<file path="src/rtl/pwm_audio_sched.sv">
// Sample scheduler for the 12-bit PWM audio generator: buffers signed PCM,
// primes, then pops one sample per PWM period with volume/mute applied.
module pwm_audio_sched #(
  parameter int PERIOD      = 4536,
  parameter int FIFO_DEPTH  = 16,
  parameter int PRIME_LEVEL = 8
) (
  input  logic                        clk_200mhz,
  input  logic                        rst,
  input  logic                        enable,
  input  logic [15:0]                 s_data,
  input  logic                        s_valid,
  output logic                        s_ready,
  input  logic [2:0]                  vol,
  input  logic                        mute,
  output logic [11:0]                 pwm_din,
  output logic                        sample_tick,
  output logic                        playing,
  output logic [15:0]                 underrun_cnt,
  output logic [$clog2(FIFO_DEPTH):0] fifo_level
);

  localparam int AW = $clog2(FIFO_DEPTH);
  localparam int LW = AW + 1;
  localparam int CW = $clog2(PERIOD);

  typedef enum logic [1:0] {IDLE, PRIME, PLAY} state_t;

  state_t         state;
  logic [CW-1:0]  counter;
  logic [15:0]    mem [FIFO_DEPTH];
  logic [AW-1:0]  wr_ptr;
  logic [AW-1:0]  rd_ptr;
  logic           flush;
  logic           push;
  logic           pop;
  logic [11:0]    shifted;
  logic [11:0]    conv;

  // Disabling in PLAY empties the FIFO on the tick edge; block pushes then.
  assign flush   = sample_tick & (state == PLAY) & ~enable;
  assign s_ready = ~rst & (fifo_level < LW'(FIFO_DEPTH)) & ~flush;
  assign push    = s_valid & s_ready;

  always_comb begin
    pop = 1'b0;
    if (sample_tick && enable && fifo_level != '0) begin
      if (state == PLAY)
        pop = 1'b1;
      else if (state == PRIME && fifo_level >= LW'(PRIME_LEVEL))
        pop = 1'b1;
    end
  end

  // Shifting by vol+4 and keeping 12 bits yields (x >>> vol)[15:4] directly.
  assign shifted = 12'($signed(mem[rd_ptr]) >>> ({1'b0, vol} + 4'd4));
  assign conv    = mute ? 12'h800 : {~shifted[11], shifted[10:0]};

  always_ff @(posedge clk_200mhz or posedge rst) begin
    if (rst) begin
      counter     <= '0;
      sample_tick <= 1'b0;
    end else begin
      counter     <= (counter == CW'(PERIOD - 1)) ? '0 : counter + 1'b1;
      sample_tick <= (counter == CW'(PERIOD - 2));
    end
  end

  always_ff @(posedge clk_200mhz) begin
    if (push)
      mem[wr_ptr] <= s_data;
  end

  always_ff @(posedge clk_200mhz or posedge rst) begin
    if (rst) begin
      wr_ptr     <= '0;
      rd_ptr     <= '0;
      fifo_level <= '0;
    end else if (flush) begin
      wr_ptr     <= '0;
      rd_ptr     <= '0;
      fifo_level <= '0;
    end else begin
      if (push)
        wr_ptr <= wr_ptr + 1'b1;
      if (pop)
        rd_ptr <= rd_ptr + 1'b1;
      fifo_level <= fifo_level + LW'(push) - LW'(pop);
    end
  end

  always_ff @(posedge clk_200mhz or posedge rst) begin
    if (rst) begin
      state        <= IDLE;
      pwm_din      <= 12'h800;
      playing      <= 1'b0;
      underrun_cnt <= '0;
    end else begin
      case (state)
        IDLE: begin
          if (enable)
            state <= PRIME;
        end
        PRIME: begin
          if (!enable) begin
            state <= IDLE;
          end else if (pop) begin
            state   <= PLAY;
            playing <= 1'b1;
            pwm_din <= conv;
          end
        end
        PLAY: begin
          if (sample_tick) begin
            if (!enable) begin
              state   <= IDLE;
              playing <= 1'b0;
              pwm_din <= 12'h800;
            end else if (pop) begin
              pwm_din <= conv;
            end else begin
              state   <= PRIME;
              playing <= 1'b0;
              pwm_din <= 12'h800;
              if (underrun_cnt != '1)
                underrun_cnt <= underrun_cnt + 1'b1;
            end
          end
        end
        default: state <= IDLE;
      endcase
    end
  end

endmodule
</file>
<file path="config.mk">
export PLATFORM = sky130hd
export DESIGN_NAME = pwm_audio_sched
export DESIGN_NICKNAME = d
export VERILOG_FILES = /design/src/rtl/pwm_audio_sched.sv
export SDC_FILE = /design/constraint.sdc
export NUM_CORES = 1
export LEC_CHECK = 0
export CAP_MARGIN = 0
export CORE_ASPECT_RATIO = 1.25
export CORE_MARGIN = 2
export CORE_UTILIZATION = 50
export CTS_CLUSTER_SIZE = 20
export DETAILED_ROUTE_END_ITERATION = 6
export GPL_TIMING_DRIVEN = 0
export HOLD_SLACK_MARGIN = 0.05
export PLACE_DENSITY = 0.8
export SYNTH_ARGS = -nofsm -noshare
export SYNTH_HDL_FRONTEND = slang
export SYNTH_SLANG_ARGS = --single-unit
</file>
<file path="constraint.sdc">
create_clock -name clk_200mhz -period 2.85 [get_ports clk_200mhz]
set_input_delay 0.4275 -clock clk_200mhz [delete_from_list [all_inputs] [get_ports clk_200mhz]]
set_output_delay 0.4275 -clock clk_200mhz [all_outputs]
set_load 0.02 [all_outputs]
</file>
* Word level (Yosys, flattened, before mapping) *
Memories as Yosys holds them, arrays and structs flattened.
Cells that the tools add are included.
W data, S select, Z words.

cells by class
  order comparisons = 2
  reduce and logical (&&, ||, !) cells = 12
  shift-type cells = 1
  $add $sub $neg = 7
  multiplexer cells = 31
  eq/ne operators = 11
  bitwise operators = 10

operators with widths
  cell                     count
  $mux W12                 6
  $eq A13 B13 Y1 const B   2
  $pmux W12 S2             1
  $add A16 B1 Y16 const B  1
  $mux W4                  4
  $ne A16 B16 Y1 const B   1
  $sshr A16 B4 Y12         1
  $add A13 B1 Y13 const B  1
  $mux W13                 1
  $mux W2                  6
  $mux W1                  10
  $reduce_and A5 Y1        2
  $add A4 B1 Y4 const B    2
  $ne A2 B2 Y1 const B     4
  $reduce_and A4 Y1        2
  $ne A3 B3 Y1 const B     2
  $pmux W2 S3              1
  $reduce_bool A2 Y1       3
  $add A5 B1 Y5            1
  $and A1 B1 Y1            5
  $ge A5 B4 Y1 const B     1
  $lt A5 B5 Y1 const B     1
  $mux W5                  1
  $not A1 Y1               5
  8 further kinds          10

word-level totals
  RAM bits = 256
  flip-flop bits (word level) = 58
  memories kept = 1
  logic and storage cells = 84
  output and inout bits = 36

memory list
  memory  words  bits a word  rd ports  clocked after Yosys merged registers in  write ports  RTL line  RTL
  mem     16     16           1         0                                        1            31        logic [15:0] mem [FIFO_DEPTH];

* Depth between registers and ports, before layout *
Gate-level depths: netlist (run 1).

  depth after elaboration = 9
  depth in mapped cells = 15

* Worst setup path before layout (run 1) *
No wires, ideal clock.

  kind = register -> register
  start point = register sample_tick
  end point = register fifo_level[4]
  cell stages (with the launch flop) = 16
  data arrival time = 3027 ps
  library setup time = 77 ps
  setup slack = -254 ps
  cells stage by stage = dfrtp_1 -> nor4bb_1 -> nor3_1 -> and2_1 -> clkbuf_1 -> inv_1 -> ha_1 -> inv_1 -> ha_1 -> inv_1 -> fa_1 -> inv_1 -> a21oi_1 -> nor2_1 -> or3_1 -> a21oi_1

between the ends
  longest elaborated chain between the ends = 8
  elaborated cells on any way between the ends = 11

ends and longest elaborated chain
  item                         RTL line  RTL
  start: declaration           17        output logic sample_tick,
  start signal: assignment     65        sample_tick <= (counter == CW'(PERIOD - 2));
  $and A1 B1 Y1 (2 in series)  41        assign flush = sample_tick & (state == PLAY) & ~enable;
  $not A1 Y1                   42        assign s_ready = ~rst & (fifo_level < LW'(FIFO_DEPTH)) & ~flush;
  $and A1 B1 Y1                42
  via s_ready                  13        output logic s_ready,
  $and A1 B1 Y1                43        assign push = s_valid & s_ready;
  $add A5 B1 Y5                88        fifo_level <= fifo_level + LW'(push) - LW'(pop);
  $sub A5 B1 Y5                88
  $mux W5                      79        end else if (flush) begin
  end signal: assignment       88
  end: declaration             20        output logic [$clog2(FIFO_DEPTH):0] fifo_level

The timed path passes the listed nets, and every way through them passes these cells.
A chain may end at the register's enable or synchronous reset.

* Worst setup path after layout (run 1) *
  start point = register sample_tick
  end point = memory mem[2][6], enable pin

between the ends
  longest elaborated chain between the ends = 7

ends and longest elaborated chain
  item                           RTL line  RTL
  $and A1 B1 Y1 (2 in series)    41
  $not A1 Y1                     42
  $and A1 B1 Y1                  42
  $and A1 B1 Y1                  43
  $mux W1                        70        if (push)
  $mux W1 (implied by the code)  71        mem[wr_ptr] <= s_data;
  end: declaration               31

No other way between the ends.

==> out/results.txt, run 1 <==
outcome = finished clean
crit-path max FO = 12
initial antenna violation count = 0
synthesized instance count = 677
Max Cap Violations = 0
path depth of the worst reg2reg path = 7
share of cells above drive strength 1 = 18.2%
reg2reg setup slack = 0.08 ns
dpl cell area = 11700 µm²
reg2reg start = sample_tick$_DFF_PP0_
mean post-synth cell area = 15.9 µm²
most frequent cell after synthesis = edfxtp_1
area occupied by multi-input gates = 3370 µm²
# diodes = 0
Worst slew margin = 29.8%
cell taking the most area after synthesis = edfxtp_1
Syn Std Cell Area = 10800 µm²
final hold vios = 0
core area = 21300 µm²
Vias/cell = 5.82
Max Freq = 361 MHz
FF-to-FF End = mem[2][6]$_DFFE_PP_
Final Skew = 0.0150 ns
Critical Path RT = 2.97 ns
Port Buf Inserts = 55
aggregate global routing overflow = 0
num rows = 60
routed len/inst = 22.5 µm
critical path class = reg2reg
Unique masters post-synth = 61
via count = 6240
Num CTS Buffers = 23
Synth top area share = 53.6%
clock sinks = 250
Die H = 168 µm
max-slew violations = 0
flip-flop and latch area = 7220 µm²
number of flops mapped to enable cells by yosys = 192
top cells by count, synth = 192 x edfxtp_1, 57 x dfrtp_1, 53 x mux2i_1
Hold/Removal Path Class = in2async
DRT iter0 DRCs = 588
Worst-Margin Slew = 1.05 ns
fin crit share = 97.3%
Ports = 60
latest clock arrival within the worst-skew pair = 0.51 ns
post-route cell area = 12700 µm²
Initial Util = 50.5%
synth top area cells = edfxtp_1 54%, dfrtp_1 13%, mux4_2 7.1%
slowest cell on the critical path = and2_1
Yosys reg bits = 250
root buf cell = clkbuf_16
first-pass GRT wire length = 36100 µm
Main synth FF type = edfxtp_1
Cell Pwr Density = 573 nW/µm²
Clock transition at path regs = 0.06 ns
utilization after layout = 59.7%
final WL = 24100 µm
Fill cells = 1583
slowest stage delay, CP = 0.89 ns
minimum clock period = 2.77 ns
total track usage = 21.3%
Final GP Congestion = 0.898
CTS tree = built
crit start category = flop
CP Capture Type = flop
crit path from = sample_tick$_DFF_PP0_
syn nets = 717
# nets final = 816
Die W = 135 µm
total iterations of the first detailed-routing run = 5
Seq/Total Area, Yosys = 67.0%
Worst EP arrival = 2.90 ns
CP endpoint = mem[2][6]$_DFFE_PP_
post-route antenna net violation count = 0
count of endpoints failing setup in the final report = 0
number of global-route vias before repair = 6288
most frequent cell on the critical path = and2_1
die area = 22700 µm²
fraction of registers with async set/reset = 23.2%
largest net degree at the start of global routing = 42
crit-path cells = nor4bb_4 > nor3_2 > and2_1 > clkbuf_2 > inv_2 > nor3_1 > and2_1
H-tree depth = 1
Syn-to-layout area delta = 18.3%
synth warn = 0
Max Root-Sink Buffers = 3
DRC = 0
Leak Pwr = 4.53 nW
DPL Wire Length = 15100 µm
Max VDD drop = 0.424 mV
## sequential cells by signal (all words and copies together) (netlist names)
name,count
fifo_level,5
playing,1
state,2
rd_ptr,4
pwm_din,12
mem,192
underrun_cnt,16
counter,13
wr_ptr,4
sample_tick,1
## where the power goes
group          switching (W)  total (W)  internal, W
logic              0.0000898   0.000139    0.0000489
registers         0.00000303    0.00393      0.00393
clock network        0.00129    0.00323      0.00193
## metrics by stage
step           TNS, ns  cells  total power, W  worst slack (ns)  hold WS, ns
3_3_place_gp    -74.74   1011         0.00413            -0.847        0.453
3_5_place_dp    -65.24   1012         0.00414            -0.844        0.468
5_1_grt         -0.310   1072         0.00748           -0.0291        0.342
6_report             0   1072         0.00730            0.0776        0.318
2_1_floorplan        0    677         0.00406          0.000529        0.460
4_1_cts              0   1055         0.00732            0.0165        0.318
## cell type report
cell class | count | share of cell area (%)
plain buffers | 27 | 1.65
repair buffers | 74 | 5.63
inverters | 21 | 0.619
multi-input cells | 379 | 26.5
clock inverters | 16 | 1.61
flip-flops and latches | 250 | 56.7
well taps | 279 | 2.74
clock buffers | 26 | 4.61
## layout by cell type, fill, tap and decap left out, types with 19 or more instances in the layout
master	count
and2_1	24
dfrtp_1	56
mux2i_1	52
nand2_1	39
buf_4	19
mux4_2	34
nor2_1	36
clkbuf_16	23
xnor2_1	19
clkdlybuf4s50_1	54
edfxtp_1	192
## worst min-delay path by stage
stage	start	to	slack (ns)
2_1_floorplan	counter[10]$_DFF_PP0_	counter[10]$_DFF_PP0_	0.46
3_3_place_gp	pwm_din[11]$_DFFE_PP1P_	pwm_din[11]$_DFFE_PP1P_	0.45
3_5_place_dp	pwm_din[11]$_DFFE_PP1P_	pwm_din[11]$_DFFE_PP1P_	0.47
4_1_cts	rst	wr_ptr[0]$_DFFE_PP0P_	0.32
5_1_grt	rst	counter[0]$_DFF_PP0_	0.34
6_report	rst	counter[6]$_DFF_PP0_	0.32
## cells by family after synthesis
kind of cell	count (synthesis)	synth area share [%]
flops	250	67.0
fa+ha+maj	16	1.93
compound gates	77	5.22
mux	98	13.2
simple gates	155	7.36
xor+xnor	33	2.68
buf+inv	48	2.55
## worst max-delay path: cells and delay by family (launching register included)
kind / cells / cell delay [ns]
buf+inv: 2 / 0.26
flops: 1 / 0.45
simple gates: 5 / 1.67
## timing repair
item / CTS / global route
resized for setup: 15 / 15
setup endpoints to repair: 25 / 48
pin swaps: 2 / 6
buffers inserted: 1 / 17
hold buffers: 0 / 0
## routing by layer
metal  GRT usage, %  part of all wire, %  up-vias  routed length, µm
li1               -                    -     2793                  -
met1           26.9                   39     3119               9300
met2           36.4                   51      277              12200
met3           4.34                  7.6       51               1820
met4           8.15                  3.3        0                790
met5              0                    0        -                  0
Power figures use the tool's default switching activity.
==> run 2: changes to the inputs <==
- CORE_UTILIZATION: 50 -> 54
- PLACE_DENSITY: 0.8 -> 0.76
==> out/results.txt, run 2 (same netlist as run 1, synthesis figures left out) <==
Hold/Removal Path Class = in2async (unchanged)
Initial Util = 55.3% (was 50.5%)
initial antenna violation count = 0 (unchanged)
Max Freq = 356 MHz (was 361 MHz)
Die W = 130 µm (was 135 µm)
largest registers = mem x192, underrun_cnt x16, counter x13 (unchanged)
Leak Pwr = 4.53 nW (about the same)
DRC = 0 (unchanged)
latest clock arrival within the worst-skew pair = 0.53 ns (was 0.51 ns)
CTS tree = built (unchanged)
Max VDD drop = 0.497 mV (was 0.424 mV)
crit start category = flop (unchanged)
hold_buf cts = 0 (unchanged)
Worst-Margin Slew = 0.982 ns (was 1.05 ns)
Top reg by flops = mem (unchanged)
Cell Pwr Density = 580 nW/µm² (was 573 nW/µm²)
root buf cell = clkbuf_16 (unchanged)
utilization after layout = 65.2% (was 59.7%)
total power = 0.00737 W (was 0.00730 W)
slowest cell on the critical path = mux4_2 (was and2_1)
commonest non-fill, non-tap cell in the layout = edfxtp_1 (unchanged)
dpl cell area = 11700 µm² (about the same)
most frequent cell on the critical path = buf_6 (was and2_1)
outcome = finished clean (unchanged)
fin crit share = 98.4% (was 97.3%)
slowest stage delay, CP = 0.51 ns (was 0.89 ns)
Critical Path RT = 3.27 ns (was 2.97 ns)
die area = 21100 µm² (was 22700 µm²)
# nets final = 813 (was 816)
num rows = 57 (was 60)
total track usage = 24.2% (was 21.3%)
Worst slew margin = 34.5% (was 29.8%)
number of global-route vias before repair = 6500 (was 6288)
setup tns final = 0 ns (unchanged)
Final Worst Setup Slack = 0.0446 ns (was 0.0776 ns)
Final GP Congestion = 0.946 (was 0.898)
aggregate global routing overflow = 0 (unchanged)
post-route cell area = 12700 µm² (about the same)
Port Buf Inserts = 55 (unchanged)
H-tree depth = 1 (unchanged)
Clock transition at path regs = 0.06 ns (about the same)
share of cells above drive strength 1 = 17.7% (was 18.2%)
crit-path max FO = 10 (was 12)
Final Skew = 0.0224 ns (was 0.0150 ns)
CP Capture Type = flop (unchanged)
final hold vios = 0 (unchanged)
minimum clock period = 2.81 ns (was 2.77 ns)
max reg flops = 192 (unchanged)
most frequent cells in the layout = 192 x edfxtp_1, 56 x dfrtp_1, 54 x clkdlybuf4s50_1 (unchanged)
Worst EP arrival = 3.22 ns (was 2.90 ns)
Max Cap Violations = 0 (unchanged)
crit-path cells = buf_8 > buf_12 > buf_6 > buf_6 > mux2i_1 > a22oi_1 > a31oi_1 > a32oi_1 > mux4_2 > a22o_1 (was nor4bb_4 > nor3_2 > and2_1 > clkbuf_2 > inv_2 > nor3_1 > and2_1)
DPL Wire Length = 15800 µm (was 15100 µm)
DRT iter0 DRCs = 497 (was 588)
core area = 19500 µm² (was 21300 µm²)
total iterations of the first detailed-routing run = 6 (was 5)
Ports = 60 (unchanged)
via count = 6406 (was 6240)
critical path class = reg2reg (unchanged)
routed len/inst = 23.7 µm (was 22.5 µm)
Syn-to-layout area delta = 17.9% (was 18.3%)
final WL = 25000 µm (was 24100 µm)
largest net degree at the start of global routing = 32 (was 42)
# diodes = 0 (unchanged)
Die H = 162 µm (was 168 µm)
count of endpoints failing setup in the final report = 0 (unchanged)
post-route antenna net violation count = 0 (unchanged)
clock sinks = 250 (unchanged)
Max Root-Sink Buffers = 3 (unchanged)
max-slew violations = 0 (unchanged)
Num CTS Buffers = 24 (was 23)
first-pass GRT wire length = 37500 µm (was 36100 µm)
Vias/cell = 6.07 (was 5.82)
Fill cells = 1352 (was 1583)
pre-CTS WS = -0.788 ns (was -0.844 ns)
==> run 2: through the flow <==
| step | hold slack [ns] | instances |
|---|---|---|
| floorplan | 0.460 | 677 |
| global placement | 0.452 | 997 |
| detailed placement | 0.462 | 998 |
| CTS | 0.356 | 1042 |
| global route | 0.404 | 1056 |
| finish | 0.350 | 1056 |
==> run 2: final timing paths <==
path | from | endpoint | slack [ns] | cells past startpoint
setup / recovery | rd_ptr[1]$_DFFE_PP0P_ | pwm_din[4]$_DFFE_PP0P_ | 0.04 | 10
hold / removal | rst | playing$_DFFE_PP0P_ | 0.35 | 2
setup reg to reg | rd_ptr[1]$_DFFE_PP0P_ | pwm_din[4]$_DFFE_PP0P_ | 0.04 | 10
hold reg to reg | pwm_din[11]$_DFFE_PP1P_ | pwm_din[11]$_DFFE_PP1P_ | 0.47 | 2
max in group asynchronous | rst | sample_tick$_DFF_PP0_ | 1.90 | 3
min in group clk_200mhz | enable | state[0]$_DFFE_PP0P_ | 0.43 | 3
==> run 2: area by class of cell <==
cell class,instances,area (µm²),share of cell area [%]
Sequential cell,250,7220,56.9
Inverter,21,78.8,0.621
Clock inverter,14,176,1.39
Tap cell,265,332,2.61
Buffer,27,219,1.73
Multi-Input combinational cell,379,3350,26.4
Clock buffer,30,644,5.08
Timing Repair Buffer,70,674,5.31
==> run 2: power by group <==
part / switching (W) / internal [W]
Combinational: 0.0000887 / 0.0000478
Sequential: 0.00000315 / 0.00393
Clock: 0.00133 / 0.00197
==> run 2: critical path: cells and delay by family (launching register included) <==
family,cells,cell delay [ns]
mux,2,0.73
compound gates,4,0.81
buf+inv,4,0.73
flops,1,0.42
==> run 2: routing by layer <==
layer	track usage, %	routed length, µm	part of all wire [%]
met4	9.34	1040	4.1
met3	3.43	1780	7.1
met1	30.1	9310	37
met2	42.6	12900	52
met5	0	0	0
==> run 2: repair_timing <==
| action | CTS | global route |
|---|---|---|
| pin swaps | 3 | 5 |
| endpoints found under the setup margin | 63 | 40 |
| resized for setup | 17 | 15 |
| buffers inserted | 0 | 14 |
